===== src/rtl/dpram_read_streamer.sv =====
// -----------------------------------------------------------------------------
// dpram_read_streamer
//
// Reads a contiguous block of words out of the dual-port buffer RAM read port
// and presents them, in order, on a valid/ready stream towards the PE array
// feeder. A small skid FIFO sized to the RAM read latency, together with an
// issue credit check, ensures no word is lost or duplicated under
// backpressure.
//
// Ports
//   clk        clock
//   rst        asynchronous active-high reset
//   start      1-cycle command pulse, honoured only while idle
//   base_addr  first RAM address of the command
//   len        number of words, 0..2^AW
//   busy       command in progress (streaming state)
//   done       1-cycle pulse once the command has completed
//   enb        RAM read enable, one read per asserted cycle
//   addrb      RAM read address
//   dob        RAM read data, valid N_DELAY cycles after enb
//   m_valid    output word valid
//   m_ready    downstream accept
//   m_data     output word (FIFO head)
//   m_last     marks the final word of the command
// -----------------------------------------------------------------------------
module dpram_read_streamer #(
  parameter int DW      = 32,
  parameter int AW      = 16,
  parameter int N_DELAY = 1
) (
  input  logic          clk,
  input  logic          rst,
  input  logic          start,
  input  logic [AW-1:0] base_addr,
  input  logic [AW:0]   len,
  output logic          busy,
  output logic          done,
  output logic          enb,
  output logic [AW-1:0] addrb,
  input  logic [DW-1:0] dob,
  output logic          m_valid,
  input  logic          m_ready,
  output logic [DW-1:0] m_data,
  output logic          m_last
);

  // Skid FIFO depth: enough to absorb every read that can still be in
  // flight when the consumer stalls, plus the word currently presented.
  localparam int D  = N_DELAY + 1;
  localparam int PW = (D > 1) ? $clog2(D) : 1;
  // Wide enough for inflight + occ without overflow.
  localparam int CW = $clog2(D + 1) + 1;

  typedef enum logic [1:0] {
    S_IDLE,
    S_RUN,
    S_DONE
  } state_t;

  state_t r_state;
  state_t w_state_nxt;
  logic   w_accept;

  logic [AW-1:0]  r_addr_cnt;
  logic [AW:0]    r_issue_rem;
  logic [AW:0]    r_out_rem;

  logic [N_DELAY-1:0] r_vld_sr;
  logic [CW-1:0]      r_inflight;
  logic               w_ret;

  logic [DW-1:0] r_mem [D];
  logic [PW-1:0] r_wr_ptr;
  logic [PW-1:0] r_rd_ptr;
  logic [CW-1:0] r_occ;

  logic          w_pop;
  logic [CW-1:0] w_level;

  function automatic logic [PW-1:0] ptr_inc(input logic [PW-1:0] p);
    return (p == PW'(D - 1)) ? '0 : p + PW'(1);
  endfunction

  // ---------------------------------------------------------------------------
  // FSM
  // ---------------------------------------------------------------------------
  // NOTE: sequential state uses non-blocking assignments so every register
  // samples the pre-edge values of the others, independent of block order.
  always_ff @(posedge clk or posedge rst) begin
    if (rst) r_state <= S_IDLE;
    else     r_state <= w_state_nxt;
  end

  // NOTE: every signal driven here gets a default first, so no path leaves
  // one unassigned and no latch is inferred.
  always_comb begin
    w_state_nxt = r_state;
    w_accept    = 1'b0;
    busy        = 1'b0;
    done        = 1'b0;
    case (r_state)
      S_IDLE: begin
        if (start) begin
          w_accept    = 1'b1;
          w_state_nxt = (len == '0) ? S_DONE : S_RUN;
        end
      end
      S_RUN: begin
        busy = 1'b1;
        if (w_pop && m_last) w_state_nxt = S_DONE;
      end
      S_DONE: begin
        done        = 1'b1;
        w_state_nxt = S_IDLE;
      end
      default: w_state_nxt = S_IDLE;
    endcase
  end

  // ---------------------------------------------------------------------------
  // Issue side
  // ---------------------------------------------------------------------------
  assign w_pop = m_valid & m_ready;

  // Credits: a new read may go out only if, after this cycle's pop, every
  // word already owed to the FIFO plus this one still fits.
  assign w_level = r_inflight + r_occ - CW'(w_pop);
  assign enb     = (r_state == S_RUN) && (r_issue_rem != '0) && (w_level < CW'(D));
  assign addrb   = r_addr_cnt;

  always_ff @(posedge clk or posedge rst) begin
    if (rst) begin
      r_addr_cnt  <= '0;
      r_issue_rem <= '0;
      r_out_rem   <= '0;
    end else if (w_accept) begin
      r_addr_cnt  <= base_addr;
      r_issue_rem <= len;
      r_out_rem   <= len;
    end else begin
      if (enb) begin
        r_addr_cnt  <= r_addr_cnt + AW'(1);
        r_issue_rem <= r_issue_rem - (AW+1)'(1);
      end
      if (w_pop) r_out_rem <= r_out_rem - (AW+1)'(1);
    end
  end

  // ---------------------------------------------------------------------------
  // Return path: the shifted enable marks the one cycle in which dob carries
  // the answer to an earlier read. Outside that cycle dob is ignored.
  // ---------------------------------------------------------------------------
  always_ff @(posedge clk or posedge rst) begin
    if (rst) begin
      r_vld_sr <= '0;
    end else begin
      r_vld_sr[0] <= enb;
      for (int i = 1; i < N_DELAY; i++) r_vld_sr[i] <= r_vld_sr[i-1];
    end
  end

  assign w_ret = r_vld_sr[N_DELAY-1];

  always_ff @(posedge clk or posedge rst) begin
    if (rst) begin
      r_inflight <= '0;
    end else begin
      case ({enb, w_ret})
        2'b10:   r_inflight <= r_inflight + CW'(1);
        2'b01:   r_inflight <= r_inflight - CW'(1);
        default: ;
      endcase
    end
  end

  // ---------------------------------------------------------------------------
  // Skid FIFO (first-word fall-through). Push and pop in the same cycle leave
  // occupancy unchanged; separate pointers keep the order intact.
  // ---------------------------------------------------------------------------
  // NOTE: the storage is reset on purpose: it is only D words, and clearing
  // it keeps m_data at zero after reset instead of leaking stale data.
  always_ff @(posedge clk or posedge rst) begin
    if (rst) begin
      for (int i = 0; i < D; i++) r_mem[i] <= '0;
      r_wr_ptr <= '0;
      r_rd_ptr <= '0;
      r_occ    <= '0;
    end else begin
      if (w_ret) begin
        r_mem[r_wr_ptr] <= dob;
        r_wr_ptr        <= ptr_inc(r_wr_ptr);
      end
      if (w_pop) r_rd_ptr <= ptr_inc(r_rd_ptr);
      case ({w_ret, w_pop})
        2'b10:   r_occ <= r_occ + CW'(1);
        2'b01:   r_occ <= r_occ - CW'(1);
        default: ;
      endcase
    end
  end

  // ---------------------------------------------------------------------------
  // Stream outputs
  // ---------------------------------------------------------------------------
  assign m_valid = (r_occ != '0);
  assign m_data  = r_mem[r_rd_ptr];
  assign m_last  = m_valid && (r_out_rem == (AW+1)'(1));

endmodule

===== config.mk =====
export PLATFORM = sky130hd
export DESIGN_NAME = dpram_read_streamer
export DESIGN_NICKNAME = d
export VERILOG_FILES = /design/src/rtl/dpram_read_streamer.sv
export SDC_FILE = /design/constraint.sdc
export NUM_CORES = 1
export LEC_CHECK = 0
export CORE_MARGIN = 2
export CORE_UTILIZATION = 50
export CTS_CLUSTER_SIZE = 30
export DETAILED_ROUTE_END_ITERATION = 7
export PLACE_DENSITY = 0.86
export SLEW_MARGIN = 20
export SYNTH_ARGS = -nofsm -noshare
export SYNTH_HDL_FRONTEND = slang
export SYNTH_SLANG_ARGS = --single-unit
export TNS_END_PERCENT = 1

===== constraint.sdc =====
create_clock -name clk -period 6.2 [get_ports clk]
set_clock_uncertainty 0.15 [all_clocks]
set_input_delay 1.24 -clock clk [delete_from_list [all_inputs] [get_ports clk]]
set_output_delay 1.24 -clock clk [all_outputs]
set_load 0.05 [all_outputs]

Word-level counts from Yosys, hierarchy flattened
Cells that the tools add are included.
{"block": "classes", "addsub": 11, "n_mul": 0, "div": 0, "order_cmp": 4, "eq_ne": 9, "shift": 0, "muxes": 24, "bitwise_logic": 3, "reduce_logical": 14}
{"cell": "$mux W32", "n": 4}
{"cell": "$mux W17", "n": 4}
{"cell": "$bwmux W64", "n": 1}
{"cell": "$sub A17 B1 Y17 const B", "n": 2}
{"cell": "$demux W32 S1", "n": 1}
{"cell": "$mux W16", "n": 2}
{"cell": "$eq A17 B1 Y1 const B", "n": 1}
{"cell": "$logic_not A17 Y1", "n": 1}
{"cell": "$reduce_bool A17 Y1", "n": 1}
{"cell": "$add A16 B1 Y16 const B", "n": 1}
{"cell": "$pmux W3 S2", "n": 2}
{"cell": "$reduce_bool A2 Y1", "n": 4}
{"cell": "$add A3 B1 Y3 const B", "n": 2}
{"cell": "$eq A2 B1 Y1 const B", "n": 3}
{"cell": "$eq A2 B2 Y1 const B", "n": 3}
{"cell": "$mux W1", "n": 6}
{"cell": "$mux W2", "n": 3}
{"cell": "$sub A3 B1 Y3 const B", "n": 2}
{"cell": "$logic_and A1 B1 Y1", "n": 5}
{"cell": "$ge A2 B2 Y1 const B", "n": 2}
{"cell": "$ne A2 B2 Y1 const B", "n": 2}
{"cell": "$not A1 Y2", "n": 2}
{"cell": "$pmux W2 S2", "n": 1}
{"cell": "$add A3 B3 Y3", "n": 1}
{"cell": "other kinds (8)", "n": 9}
{"block": "totals", "register_bits": 125, "latchBits": 0, "ram_bits": 0, "rom_bits": 0, "inputBits": 69, "output_inout_bits": 53, "word_cells": 76, "memories": 0}

Logic depth before layout (Yosys ltp)
Gate-level depths: netlist of the first run.
{"block": "logic_depth", "depth_word": 7, "ltp_mapped": 15, "ltp_nobuf": 14}

Worst setup path after synthesis of the first run
No wires, ideal clock.
{"block": "synth_path", "path_kind": "input-to-output", "start": "input m_ready", "end": "output enb", "t_arrival_ns": 3.353, "t_required_ns": 4.810, "path_slack_ns": 1.457, "cell_stages": 10, "n_path_buf": 1, "path_cell_list": "nand2_1 > inv_2 > ha_1 > nand2b_1 > fa_1 > xor2_1 > xnor2_2 > nand3_2 > inv_2 > buf_2"}
{"block": "synth_via", "elab_chain_cells": 4}
{"item": "start, declared", "line_no": "42", "source": "input logic m_ready,"}
{"item": "$and A1 B1 Y1", "line_no": "123", "source": "assign w_pop = m_valid & m_ready;"}
{"item": "named net w_pop", "line_no": "77", "source": "logic w_pop;"}
{"item": "$sub A3 B1 Y3", "line_no": "127", "source": "assign w_level = r_inflight + r_occ - CW'(w_pop);"}
{"item": "$lt A3 B2 Y1", "line_no": "128", "source": "assign enb = (r_state == S_RUN) && (r_issue_rem != '0) && (w_level < CW'(D));"}
{"item": "$logic_and A1 B1 Y1", "line_no": "128"}
{"item": "end, declared", "line_no": "38", "source": "output logic enb,"}
The timed path passes the listed nets, and every way through them passes these cells.

Worst setup path after layout of the first run
Same ends and word-level chain as after synthesis.

==> impl_metrics.prom, run 1 <==
# TYPE chip_impl_metric gauge
chip_impl_metric{name="first_global_vias",unit=""} 5095
chip_impl_metric{name="p_int",unit="W"} 0.00319
chip_impl_metric{name="wire_length_of_the_first_global_routing_pass",unit="um"} 24600
chip_impl_metric{name="initial_standard_cell_utilization_of_the_core",unit="%"} 51.7
chip_impl_metric{name="flop_and_latch_count_out_of_synthesis",unit=""} 125
chip_impl_info{name="r2r-start",value="r_occ[0]"} 1
chip_impl_metric{name="mappedNetlistNets",unit=""} 630
chip_impl_metric{name="synthToLayoutAreaGrowth",unit="%"} 32.5
chip_impl_info{name="hold_class",value="reg -> reg"} 1
chip_impl_metric{name="ant_nets",unit=""} 0
chip_impl_metric{name="synth_edf_count",unit=""} 0
chip_impl_metric{name="cts.reportedPaths.clkPinSlew",unit="ns"} 0.05
chip_impl_info{name="synthMostInstantiatedCell",value="dfrtp_1"} 1
chip_impl_metric{name="overall_die_width",unit="um"} 116
chip_impl_metric{name="num-fill-cells",unit=""} 896
chip_impl_metric{name="initial_antenna_violation_count",unit=""} 0
chip_impl_metric{name="synth_adder_area_share",unit="%"} 2.75
chip_impl_metric{name="detailed_place_hpwl",unit="um"} 10300
chip_impl_metric{name="ff2ff_path_depth",unit=""} 15
chip_impl_metric{name="timing_hold_violations_final",unit=""} 0
chip_impl_metric{name="synth_cell_type_count",unit=""} 63
chip_impl_metric{name="r2r_slack",unit="ns"} 1.98
chip_impl_metric{name="dr.pass1.iters",unit=""} 5
chip_impl_metric{name="timing_worst_slew_pin_value",unit="ns"} 1.00
chip_impl_info{name="critical_path_startpoint",value="m_ready"} 1
chip_impl_metric{name="inserted_clock_buffers",unit=""} 17
chip_impl_metric{name="finalSetupViolCount",unit=""} 0
chip_impl_metric{name="timing.critical_path.arrival",unit="ns"} 3.95
chip_impl_metric{name="power.clock.fraction",unit="%"} 19.3
chip_impl_metric{name="post-cts-setup-buffers",unit=""} 0
chip_impl_metric{name="f_max",unit="MHz"} 187
chip_impl_metric{name="cellPowerDensity",unit="nW/um^2"} 684
chip_impl_metric{name="postSynthCellCount",unit=""} 549
chip_impl_metric{name="power_share_of_the_combinational_group",unit="%"} 55.2
chip_impl_info{name="critPathCapture",value="enb"} 1
chip_impl_metric{name="multi_input_logic_area",unit="um^2"} 2980
chip_impl_metric{name="num_vias",unit=""} 4887
chip_impl_metric{name="required",unit="ns"} 4.81
chip_impl_info{name="ys_top_cells_by_area",value="dfrtp_1 50%, mux2_2 17%, nand2_1 2.4%"} 1
chip_impl_metric{name="maximum_resistive_drop_on_vdd",unit="mV"} 0.500
chip_impl_metric{name="whs_path_depth",unit=""} 1
chip_impl_info{name="postSynth.topFlopCell",value="dfrtp_1"} 1
chip_impl_metric{name="post_drt_wl_per_cell",unit="um"} 17.8
chip_impl_metric{name="drive_gt1_share",unit="%"} 21.9
chip_impl_metric{name="placeableCoreArea",unit="um^2"} 12200
chip_impl_metric{name="insertedDiodeCount",unit=""} 0
chip_impl_metric{name="postSynthAreaPerCell",unit="um^2"} 11.5
chip_impl_metric{name="syn-cell-area",unit="um^2"} 6290
chip_impl_metric{name="cts_hold_buffers",unit=""} 0
chip_impl_metric{name="fp.dieArea",unit="um^2"} 13500
chip_impl_metric{name="drt_iter0_drcs",unit=""} 319
chip_impl_metric{name="gp_congestion",unit=""} 0.822
chip_impl_info{name="post-synth-top-area-cell",value="dfrtp_1"} 1
chip_impl_metric{name="grt_overflow_total",unit=""} 0
chip_impl_metric{name="tritoncts_num_sinks",unit=""} 125
chip_impl_metric{name="worst_skew_late_latency",unit="ns"} 0.41
chip_impl_metric{name="grt.total_usage",unit="%"} 23.7
chip_impl_metric{name="p_sw_share",unit="%"} 44.0
chip_impl_metric{name="final-max-slew-violation-count",unit=""} 0
chip_impl_metric{name="grt_start_max_net_pins",unit=""} 65
chip_impl_metric{name="cts_repair_resize_count",unit=""} 0
chip_impl_metric{name="yosys.area_share.xor_xnor",unit="%"} 4.16
chip_impl_metric{name="die_height",unit="um"} 116
chip_impl_info{name="rsz0062_at_grt",value="false"} 1
chip_impl_metric{name="ctsHtreeMaxLevel",unit=""} 4
chip_impl_metric{name="totalNegativeSetupSlack",unit="ns"} 0
chip_impl_metric{name="total_switching_power",unit="W"} 0.00251
chip_impl_metric{name="ys_warn_count",unit=""} 0
chip_impl_metric{name="io_pins",unit=""} 122
chip_impl_info{name="worst_setup_path_end_kind",value="output pin"} 1
chip_impl_metric{name="final-seq-area",unit="um^2"} 3130
chip_impl_metric{name="post_synth_and_or_nand_nor_area_fraction",unit="%"} 13.2
chip_impl_metric{name="route.detailed.vias_per_inst",unit=""} 5.74
chip_impl_metric{name="ys_seq_area_share",unit="%"} 49.7
chip_impl_metric{name="postSynth.asyncResetShare",unit="%"} 100
chip_impl_metric{name="max-slew-margin-rel",unit="%"} 32.9
chip_impl_info{name="path_class",value="in -> out"} 1
chip_impl_metric{name="fp-row-count",unit=""} 40
chip_impl_metric{name="complex_gate_fraction_of_the_synthesized_area",unit="%"} 9.27
chip_impl_metric{name="share_of_the_clock_period_used_by_the_worst_path",unit="%"} 86.1
chip_impl_info{name="tritoncts",value="yes"} 1
chip_impl_info{name="crit_path_start_kind",value="input pin"} 1
chip_impl_info{name="timing.rr.end",value="r_inflight[2]"} 1
chip_impl_metric{name="leakage",unit="nW"} 3.41
chip_impl_metric{name="nNetsFinal",unit=""} 752
chip_impl_metric{name="period_needed",unit="ns"} 5.34
chip_impl_metric{name="drv_cap",unit=""} 0
chip_impl_metric{name="post-route-drc-count",unit=""} 0
chip_impl_info{name="synth_top_family_by_area",value="multiplexers"} 1
chip_impl_metric{name="p_total",unit="W"} 0.00570
chip_impl_metric{name="drt-total-wl",unit="um"} 15200
chip_impl_metric{name="critical_path.max_fanout",unit=""} 20
chip_impl_metric{name="port-buffer-count",unit=""} 121
chip_impl_metric{name="power.share.sequential",unit="%"} 25.5
chip_impl_info{name="run_status",value="complete, no violations"} 1
chip_impl_info{name="root_buffer",value="clkbuf_16"} 1
chip_impl_metric{name="synth.mux.area_fraction",unit="%"} 17.9
chip_impl_metric{name="synth_top_area_share",unit="%"} 49.7
chip_impl_metric{name="clock_path_buffers",unit=""} 2
chip_impl_info{name="post_synth_most_frequent_cells",value="125 x dfrtp_1, 97 x mux2_2, 40 x nand2_1"} 1
metal layers:
metal / track usage (%) / wire length (um) / part of all wire [%] / vias up
met5: 0 / 0 / 0 / -
met4: 10.0 / 349 / 2.3 / 0
met3: 5.14 / 822 / 5.4 / 31
met2: 40.0 / 7760 / 51 / 168
met1: 29.9 / 6260 / 41 / 2428
li1: - / - / - / 2260
worst max-delay path, cell delays in order:
cell             delay, ns
clkdlybuf4s50_1       0.45
nand2_1               0.09
inv_2                 0.20
ha_1                  0.27
nand2b_1              0.16
fa_1                  0.38
xor2_1                0.29
xnor2_2               0.21
nand3_2               0.12
inv_2                 0.33
buf_12                0.19
sequential cells by signal, summed over array words and instances (netlist names):
register	cells
r_occ	3
addrb	16
r_inflight	3
r_state	2
r_issue_rem	17
r_vld_sr	1
r_wr_ptr	1
r_out_rem	17
r_rd_ptr	1
r_mem	64
power groups by stage:
stage	sequential [W]	combinational, W	clock (W)
floorplan	0.00147	0.00227	0
finish	0.00145	0.00314	0.00110
CTS	0.00145	0.00316	0.00112
global placement	0.00142	0.00305	0
detailed placement	0.00146	0.00314	0
global route	0.00150	0.00338	0.00117
worst min-delay path by stage:
stage / from / endpoint
6_report: r_rd_ptr / r_rd_ptr
5_1_grt: r_rd_ptr / r_rd_ptr
4_1_cts: r_rd_ptr / r_rd_ptr
3_5_place_dp: r_rd_ptr / r_rd_ptr
3_3_place_gp: r_rd_ptr / r_rd_ptr
2_1_floorplan: r_inflight[2] / r_inflight[2]
cell families after synthesis:
kind of cell               Yosys count
DFF                                125
AOI/OAI and AO/OA                   86
adders and majority gates           12
buffers and inverters               47
muxes                              100
xor gates and xnor gates            29
and+or+nand+nor                    150
cell usage in the layout (no fill, tap or decap), types with 16 or more instances in the layout:
cell type and n:
clkbuf_16 17, clkdlybuf4s50_1 120, dfrtp_1 125, inv_1 21, mux2_2 97, nand2_1 40, nand3_1 16, nor2_1 24
o21ai_0 18, xnor2_1 17
cell type report:
cell class	count	share of cell area, %
multi-input cells	377	35.8
flip-flops and latches	125	37.5
clock buffers	23	5.74
repair buffers	126	15.1
inverters	24	1.11
clock inverters	9	2.19
well taps	168	2.52
through the flow:
step	hold slack (ns)	instance area [um^2]	setup WS [ns]	cells	utilization [%]
2_1_floorplan	0.311	6290	1.46	549	-
3_3_place_gp	0.319	7670	0.960	820	63.1
3_5_place_dp	0.322	7670	0.899	820	63.1
4_1_cts	0.329	8330	0.886	852	68.5
5_1_grt	0.341	8330	0.688	852	68.5
6_report	0.328	8330	0.864	852	68.5
Power figures use the tool's default switching activity.
==> inputs of run 2 (changes only) <==
--- a/config.mk
+++ b/config.mk
@@ -5,6 +5,7 @@
 export SDC_FILE = /design/constraint.sdc
 export NUM_CORES = 1
 export LEC_CHECK = 0
+export CORE_ASPECT_RATIO = 1.25
 export CORE_MARGIN = 2
 export CORE_UTILIZATION = 50
 export CTS_CLUSTER_SIZE = 30
==> constraint.sdc (replaced) <==
create_clock -name clk -period 5.41 [get_ports clk]
set_clock_uncertainty 0.15 [all_clocks]
set_input_delay 1.082 -clock clk [delete_from_list [all_inputs] [get_ports clk]]
set_output_delay 1.082 -clock clk [all_outputs]
set_load 0.05 [all_outputs]
==> run 2 against run 1 <==
Against the previous run:
- highest routed layer unchanged
- largest cell class unchanged
- via count up 1.5%
- wire length up 4.9%
- core utilization down 0.52 points
==> impl_metrics.prom, run 2 (synthesized netlist as in run 1, its figures left out) <==
# TYPE chip_impl_metric gauge
chip_impl_info{name="run_status",value="complete, no violations"} 1
chip_impl_info{name="most-common-layout-cells",value="125 x dfrtp_1, 120 x clkdlybuf4s50_1, 97 x mux2_2"} 1
chip_impl_metric{name="drt_iter0_drcs",unit=""} 396
chip_impl_metric{name="initial_antenna_violation_count",unit=""} 0
chip_impl_metric{name="cts_hold_buffers",unit=""} 0
chip_impl_metric{name="grt_start_max_net_pins",unit=""} 57
chip_impl_metric{name="port-buffer-count",unit=""} 121
chip_impl_metric{name="initial_standard_cell_utilization_of_the_core",unit="%"} 51.5
chip_impl_metric{name="detailed_place_hpwl",unit="um"} 11100
chip_impl_metric{name="f_max",unit="MHz"} 205
chip_impl_metric{name="drv_cap",unit=""} 0
chip_impl_info{name="hold_class",value="reg -> reg"} 1
chip_impl_metric{name="period_needed",unit="ns"} 4.89
chip_impl_info{name="layout_top_registers",value="r_mem (64), r_issue_rem (17), r_out_rem (17)"} 1
chip_impl_metric{name="share_of_the_clock_period_used_by_the_worst_path",unit="%"} 90.3
chip_impl_info{name="layout.cells.most_common",value="dfrtp_1"} 1
chip_impl_metric{name="die_height",unit="um"} 129
chip_impl_metric{name="grt.total_usage",unit="%"} 24.6
chip_impl_metric{name="insertedDiodeCount",unit=""} 0
chip_impl_metric{name="drive_gt1_share",unit="%"} 22.7
chip_impl_info{name="root_buffer",value="clkbuf_16"} 1
chip_impl_metric{name="num-fill-cells",unit=""} 893
chip_impl_metric{name="max-slew-margin-rel",unit="%"} 35.9
chip_impl_metric{name="synthToLayoutAreaGrowth",unit="%"} 32.1
chip_impl_metric{name="placeableCoreArea",unit="um^2"} 12200
chip_impl_metric{name="overall_die_width",unit="um"} 104
chip_impl_info{name="register_containing_the_most_flip_flops_in_the_final_layout",value="r_mem"} 1
chip_impl_metric{name="critical_path.max_fanout",unit=""} 10
chip_impl_metric{name="cts_repair_resize_count",unit=""} 0
chip_impl_metric{name="cts.reportedPaths.clkPinSlew",unit="ns"} 0.06
chip_impl_metric{name="totalNegativeSetupSlack",unit="ns"} 0
chip_impl_metric{name="clock_path_buffers",unit=""} 2
chip_impl_metric{name="inserted_clock_buffers",unit=""} 17
chip_impl_metric{name="post-cts-setup-buffers",unit=""} 0
chip_impl_metric{name="final-max-slew-violation-count",unit=""} 0
chip_impl_metric{name="io_pins",unit=""} 122
chip_impl_metric{name="route.detailed.vias_per_inst",unit=""} 5.83
chip_impl_metric{name="num_vias",unit=""} 4962
chip_impl_metric{name="wire_length_of_the_first_global_routing_pass",unit="um"} 26400
chip_impl_metric{name="grt_overflow_total",unit=""} 0
chip_impl_metric{name="worst_hold_slack",unit="ns"} 0.346
chip_impl_metric{name="worst_skew_late_latency",unit="ns"} 0.41
chip_impl_metric{name="timing.critical_path.arrival",unit="ns"} 3.65
chip_impl_metric{name="finalSetupViolCount",unit=""} 0
chip_impl_info{name="tritoncts",value="yes"} 1
chip_impl_info{name="rsz0062_at_grt",value="false"} 1
chip_impl_metric{name="nNetsFinal",unit=""} 755
chip_impl_metric{name="ant_nets",unit=""} 0
chip_impl_metric{name="dr.pass1.iters",unit=""} 5
chip_impl_metric{name="ctsHtreeMaxLevel",unit=""} 4
chip_impl_metric{name="gp_congestion",unit=""} 0.880
chip_impl_info{name="crit_path_start_kind",value="input pin"} 1
chip_impl_metric{name="timing_worst_slew_pin_value",unit="ns"} 0.959
chip_impl_metric{name="largest_register_ff_count",unit=""} 64
chip_impl_metric{name="fin_area",unit="um^2"} 8310
chip_impl_info{name="worst_setup_path_end_kind",value="output pin"} 1
chip_impl_metric{name="post-route-drc-count",unit=""} 0
chip_impl_info{name="path_class",value="in -> out"} 1
chip_impl_metric{name="drt-total-wl",unit="um"} 15900
chip_impl_metric{name="tritoncts_num_sinks",unit=""} 125
chip_impl_metric{name="dpl-instance-area",unit="um^2"} 7690
chip_impl_metric{name="first_global_vias",unit=""} 5396
chip_impl_metric{name="required",unit="ns"} 4.18
chip_impl_metric{name="post_drt_wl_per_cell",unit="um"} 18.7
chip_impl_metric{name="fp.dieArea",unit="um^2"} 13500
chip_impl_metric{name="timing_hold_violations_final",unit=""} 0
chip_impl_metric{name="fp-row-count",unit=""} 45
## run 2: cell types whose count changed in the layout (fill, tap and decap cells not counted), sizes merged
cell	before	now
clkbuf	23	19
buf	6	9
clkinv	2	5
bufinv	5	3
clkinvlp	2	4
inv	24	25
## run 2: area by class of cell
class | count | area, um^2 | area share, %
well taps | 164 | 205 | 2.47
inverters | 24 | 92.6 | 1.11
multi-input cells | 377 | 2980 | 35.9
clock buffers | 19 | 453 | 5.45
repair buffers | 129 | 1280 | 15.4
flip-flops and latches | 125 | 3130 | 37.7
clock inverters | 13 | 165 | 1.99
## run 2: worst paths after layout
| path | startpoint | to | slack [ns] | cells past startpoint |
|---|---|---|---|---|
| setup / recovery | m_ready | enb | 0.52 | 11 |
| hold / removal | r_occ[0] | r_occ[0] | 0.35 | 1 |
| setup reg to reg | r_occ[0] | r_inflight[2] | 1.44 | 14 |
| hold reg to reg | r_occ[0] | r_occ[0] | 0.35 | 1 |
| max in group asynchronous | rst | r_mem[55] | 3.16 | 3 |
| min in group asynchronous | rst | r_mem[3] | 1.01 | 2 |
## run 2: per-stage QoR
step	setup slack [ns]	utilization, %	std cells
2_1_floorplan	0.850	-	549
5_1_grt	0.398	68.0	851
6_report	0.523	68.0	851
4_1_cts	0.550	68.0	851
3_3_place_gp	0.650	62.9	819
3_5_place_dp	0.568	62.9	819
## run 2: critical path, stage by stage
cell             delay [ns]
clkdlybuf4s50_1        0.50
nand2_1                0.10
inv_2                  0.20
ha_1                   0.27
nand2b_1               0.16
fa_1                   0.38
xor2_1                 0.32
xnor2_2                0.22
nand3_2                0.16
inv_2                  0.12
buf_12                 0.14
## run 2: layer usage
layer	vias to the layer above	GRT usage, %	share of wire [%]
met1	2470	27.8	38
met2	201	45.8	54
li1	2253	-	-
met5	-	0	0
met4	0	10.9	3.0
met3	38	4.18	4.7
Power of run 2 is not shown: default switching activity piles up to over one toggle a cycle in this logic, so the estimate is an artifact.
==> inputs of run 3 (changes only) <==
--- a/config.mk
+++ b/config.mk
@@ -11,6 +11,7 @@
 export CTS_CLUSTER_SIZE = 30
 export DETAILED_ROUTE_END_ITERATION = 7
 export PLACE_DENSITY = 0.86
+export SKIP_LAST_GASP = 1
 export SLEW_MARGIN = 20
 export SYNTH_ARGS = -nofsm -noshare
 export SYNTH_HDL_FRONTEND = slang
==> constraint.sdc (replaced) <==
create_clock -name clk -period 5.41 [get_ports clk]
set_clock_uncertainty 0.15 [all_clocks]
set_input_delay 0.8115 -clock clk [delete_from_list [all_inputs] [get_ports clk]]
set_output_delay 0.8115 -clock clk [all_outputs]
set_load 0.05 [all_outputs]
==> run 3 against run 2 <==
Against the previous run:
- final area grew 0.59%
- global-route usage decreased by 0.095 points
- sequential share of layout area fell by 0.20 points
- critical path depth stayed put
- highest routed layer unchanged
- wire length is 1.8% lower
- via count about the same
- critical endpoint unchanged
- core utilization is 0.40 points higher
- critical path type unchanged
- register-to-register slack lost 0.28 ns
- non-clock buffer count unchanged
- hold slack about the same
- fmax is 6.8% higher
- die area unchanged
==> impl_metrics.prom, run 3 (synthesized netlist as in run 1, its figures left out) <==
# TYPE chip_impl_metric gauge
chip_impl_info{name="run_status",value="complete, no violations"} 1
chip_impl_info{name="worst_setup_path_end_kind",value="output pin"} 1
chip_impl_metric{name="gp_congestion",unit=""} 0.868
chip_impl_metric{name="cts_repair_resize_count",unit=""} 0
chip_impl_info{name="layout.cells.most_common",value="dfrtp_1"} 1
chip_impl_metric{name="layout.core_utilization",unit="%"} 68.4
chip_impl_metric{name="grt_overflow_total",unit=""} 0
chip_impl_metric{name="clock_path_buffers",unit=""} 2
chip_impl_metric{name="nNetsFinal",unit=""} 755
chip_impl_metric{name="timing.critical_path.arrival",unit="ns"} 3.61
chip_impl_metric{name="met2WireLength",unit="um"} 8370
chip_impl_metric{name="die_height",unit="um"} 129
chip_impl_info{name="rsz0062_at_grt",value="false"} 1
chip_impl_metric{name="post-route-drc-count",unit=""} 0
chip_impl_info{name="root_buffer",value="clkbuf_16"} 1
chip_impl_metric{name="period_needed",unit="ns"} 4.57
chip_impl_info{name="crit_path_top_delay_cell",value="clkdlybuf4s50_1"} 1
chip_impl_metric{name="route.detailed.vias_per_inst",unit=""} 5.83
chip_impl_metric{name="synthToLayoutAreaGrowth",unit="%"} 32.8
chip_impl_metric{name="ctsHtreeMaxLevel",unit=""} 4
chip_impl_metric{name="grt.total_usage",unit="%"} 24.5
chip_impl_metric{name="num_vias",unit=""} 4958
chip_impl_info{name="path_class",value="in -> out"} 1
chip_impl_info{name="most-common-layout-cells",value="124 x dfrtp_1, 120 x clkdlybuf4s50_1, 97 x mux2_2"} 1
chip_impl_metric{name="final-max-slew-violation-count",unit=""} 0
chip_impl_info{name="tritoncts",value="yes"} 1
chip_impl_metric{name="maximum_resistive_drop_on_vdd",unit="mV"} 0.439
chip_impl_info{name="layout_top_registers",value="r_mem (64), r_issue_rem (17), r_out_rem (17)"} 1
chip_impl_metric{name="initial_antenna_violation_count",unit=""} 0
chip_impl_metric{name="cellPowerDensity",unit="nW/um^2"} 788
chip_impl_metric{name="totalNegativeSetupSlack",unit="ns"} 0
chip_impl_info{name="cp_common_cell",value="inv_2"} 1
chip_impl_metric{name="critical_path.max_fanout",unit=""} 18
chip_impl_metric{name="fp-row-count",unit=""} 45
chip_impl_metric{name="io_pins",unit=""} 122
chip_impl_metric{name="whs_path_depth",unit=""} 1
chip_impl_metric{name="finalSetupViolCount",unit=""} 0
chip_impl_metric{name="wire_length_of_the_first_global_routing_pass",unit="um"} 26200
chip_impl_info{name="top_layer_used",value="met4"} 1
chip_impl_metric{name="port-buffer-count",unit=""} 121
chip_impl_metric{name="multi_input_logic_area",unit="um^2"} 2980
chip_impl_metric{name="detail_route.wirelength.met1",unit="um"} 6130
chip_impl_metric{name="timing_hold_violations_final",unit=""} 0
chip_impl_metric{name="timing_worst_slew_pin_value",unit="ns"} 0.973
chip_impl_metric{name="cts.reportedPaths.clkPinSlew",unit="ns"} 0.06
chip_impl_metric{name="num-fill-cells",unit=""} 902
chip_impl_info{name="path_cells",value="clkdlybuf4s50_1 > nand2_1 > inv_2 > ha_1 > nand2b_1 > fa_1 > xor2_1 > xnor2_2 > nand3_2 > inv_2 > buf_12"} 1
chip_impl_metric{name="largest_register_ff_count",unit=""} 64
chip_impl_metric{name="post-cts-setup-buffers",unit=""} 0
chip_impl_info{name="hold_class",value="reg -> reg"} 1
chip_impl_metric{name="ant_nets",unit=""} 0
chip_impl_metric{name="worst_skew_late_latency",unit="ns"} 0.41
chip_impl_metric{name="leakage",unit="nW"} 3.43
chip_impl_metric{name="detailed_place_hpwl",unit="um"} 11000
chip_impl_metric{name="ff2ff_path_depth",unit=""} 14
chip_impl_metric{name="drt_iter0_drcs",unit=""} 323
chip_impl_metric{name="drt-total-wl",unit="um"} 15600
chip_impl_metric{name="required",unit="ns"} 4.45
chip_impl_metric{name="overall_die_width",unit="um"} 104
chip_impl_metric{name="cts_hold_buffers",unit=""} 0
chip_impl_metric{name="inserted_clock_buffers",unit=""} 17
chip_impl_metric{name="wl_met3",unit="um"} 659
chip_impl_metric{name="share_of_the_clock_period_used_by_the_worst_path",unit="%"} 84.6
chip_impl_metric{name="placeableCoreArea",unit="um^2"} 12200
chip_impl_metric{name="f_max",unit="MHz"} 219
chip_impl_info{name="crit_path_start_kind",value="input pin"} 1
chip_impl_metric{name="drv_cap",unit=""} 0
chip_impl_info{name="register_containing_the_most_flip_flops_in_the_final_layout",value="r_mem"} 1
chip_impl_metric{name="dr.pass1.iters",unit=""} 5
chip_impl_metric{name="grt_start_max_net_pins",unit=""} 59
chip_impl_metric{name="worst_hold_slack",unit="ns"} 0.346
chip_impl_metric{name="drive_gt1_share",unit="%"} 22.7
chip_impl_metric{name="tritoncts_num_sinks",unit=""} 125
chip_impl_metric{name="p_total",unit="W"} 0.00658
chip_impl_metric{name="fp.dieArea",unit="um^2"} 13500
chip_impl_metric{name="timing.critical_path.slowest_cell_delay",unit="ns"} 0.49
chip_impl_metric{name="max-slew-margin-rel",unit="%"} 35.0
chip_impl_metric{name="post_drt_wl_per_cell",unit="um"} 18.4
chip_impl_metric{name="first_global_vias",unit=""} 5337
chip_impl_metric{name="insertedDiodeCount",unit=""} 0
chip_impl_metric{name="initial_standard_cell_utilization_of_the_core",unit="%"} 51.5
chip_impl_metric{name="final-seq-area",unit="um^2"} 3130
## run 3: changes by cell type in the layout (fill, tap and decap cells not counted), sizes merged
| cell | previous run | this run |
|---|---|---|
| bufinv | 3 | 5 |
| clkbuf | 19 | 20 |
| clkinv | 5 | 4 |
| clkinvlp | 4 | 2 |
## run 3: cell type report
class	instances	share of cell area [%]
Timing Repair Buffer	129	15.3
Multi-Input combinational cell	377	35.7
Sequential cell	125	37.5
Inverter	24	1.11
Clock inverter	12	2.50
Clock buffer	20	5.47
Tap cell	164	2.46
## run 3: worst paths after layout
kind	end	slack, ns	startpoint
min in group asynchronous	r_out_rem[0]	0.64	rst
max	enb	0.84	m_ready
min	r_inflight[2]	0.35	r_inflight[2]
min reg2reg	r_inflight[2]	0.35	r_inflight[2]
max reg2reg	r_inflight[2]	1.16	r_occ[0]
max in group asynchronous	r_mem[31]	3.37	rst
## run 3: layer usage
| layer | GRT usage [%] | vias to the layer above |
|---|---|---|
| met3 | 4.73 | 40 |
| met5 | 0 | - |
| li1 | - | 2261 |
| met4 | 12.3 | 0 |
| met2 | 44.8 | 157 |
| met1 | 27.4 | 2500 |
## run 3: power breakdown
part	leakage (nW)	switching, W	internal, W	total, W
registers	1.48	0.000352	0.00136	0.00172
clock network	0.317	0.000418	0.000846	0.00126
logic	1.63	0.00214	0.00146	0.00361
## run 3: critical path: cells and delay by family
kind,cells,cell delay [ns]
buffers and inverters,4,1.02
adders and majority gates,2,0.64
and+or+nand+nor,3,0.62
xor gates and xnor gates,2,0.52
## run 3: through the flow
step	area, um^2	worst slack [ns]	cells
3_5_place_dp	7690	0.701	819
2_1_floorplan	6290	1.12	549
3_3_place_gp	7690	0.819	819
5_1_grt	8350	0.638	851
6_report	8350	0.835	851
4_1_cts	8350	0.842	851
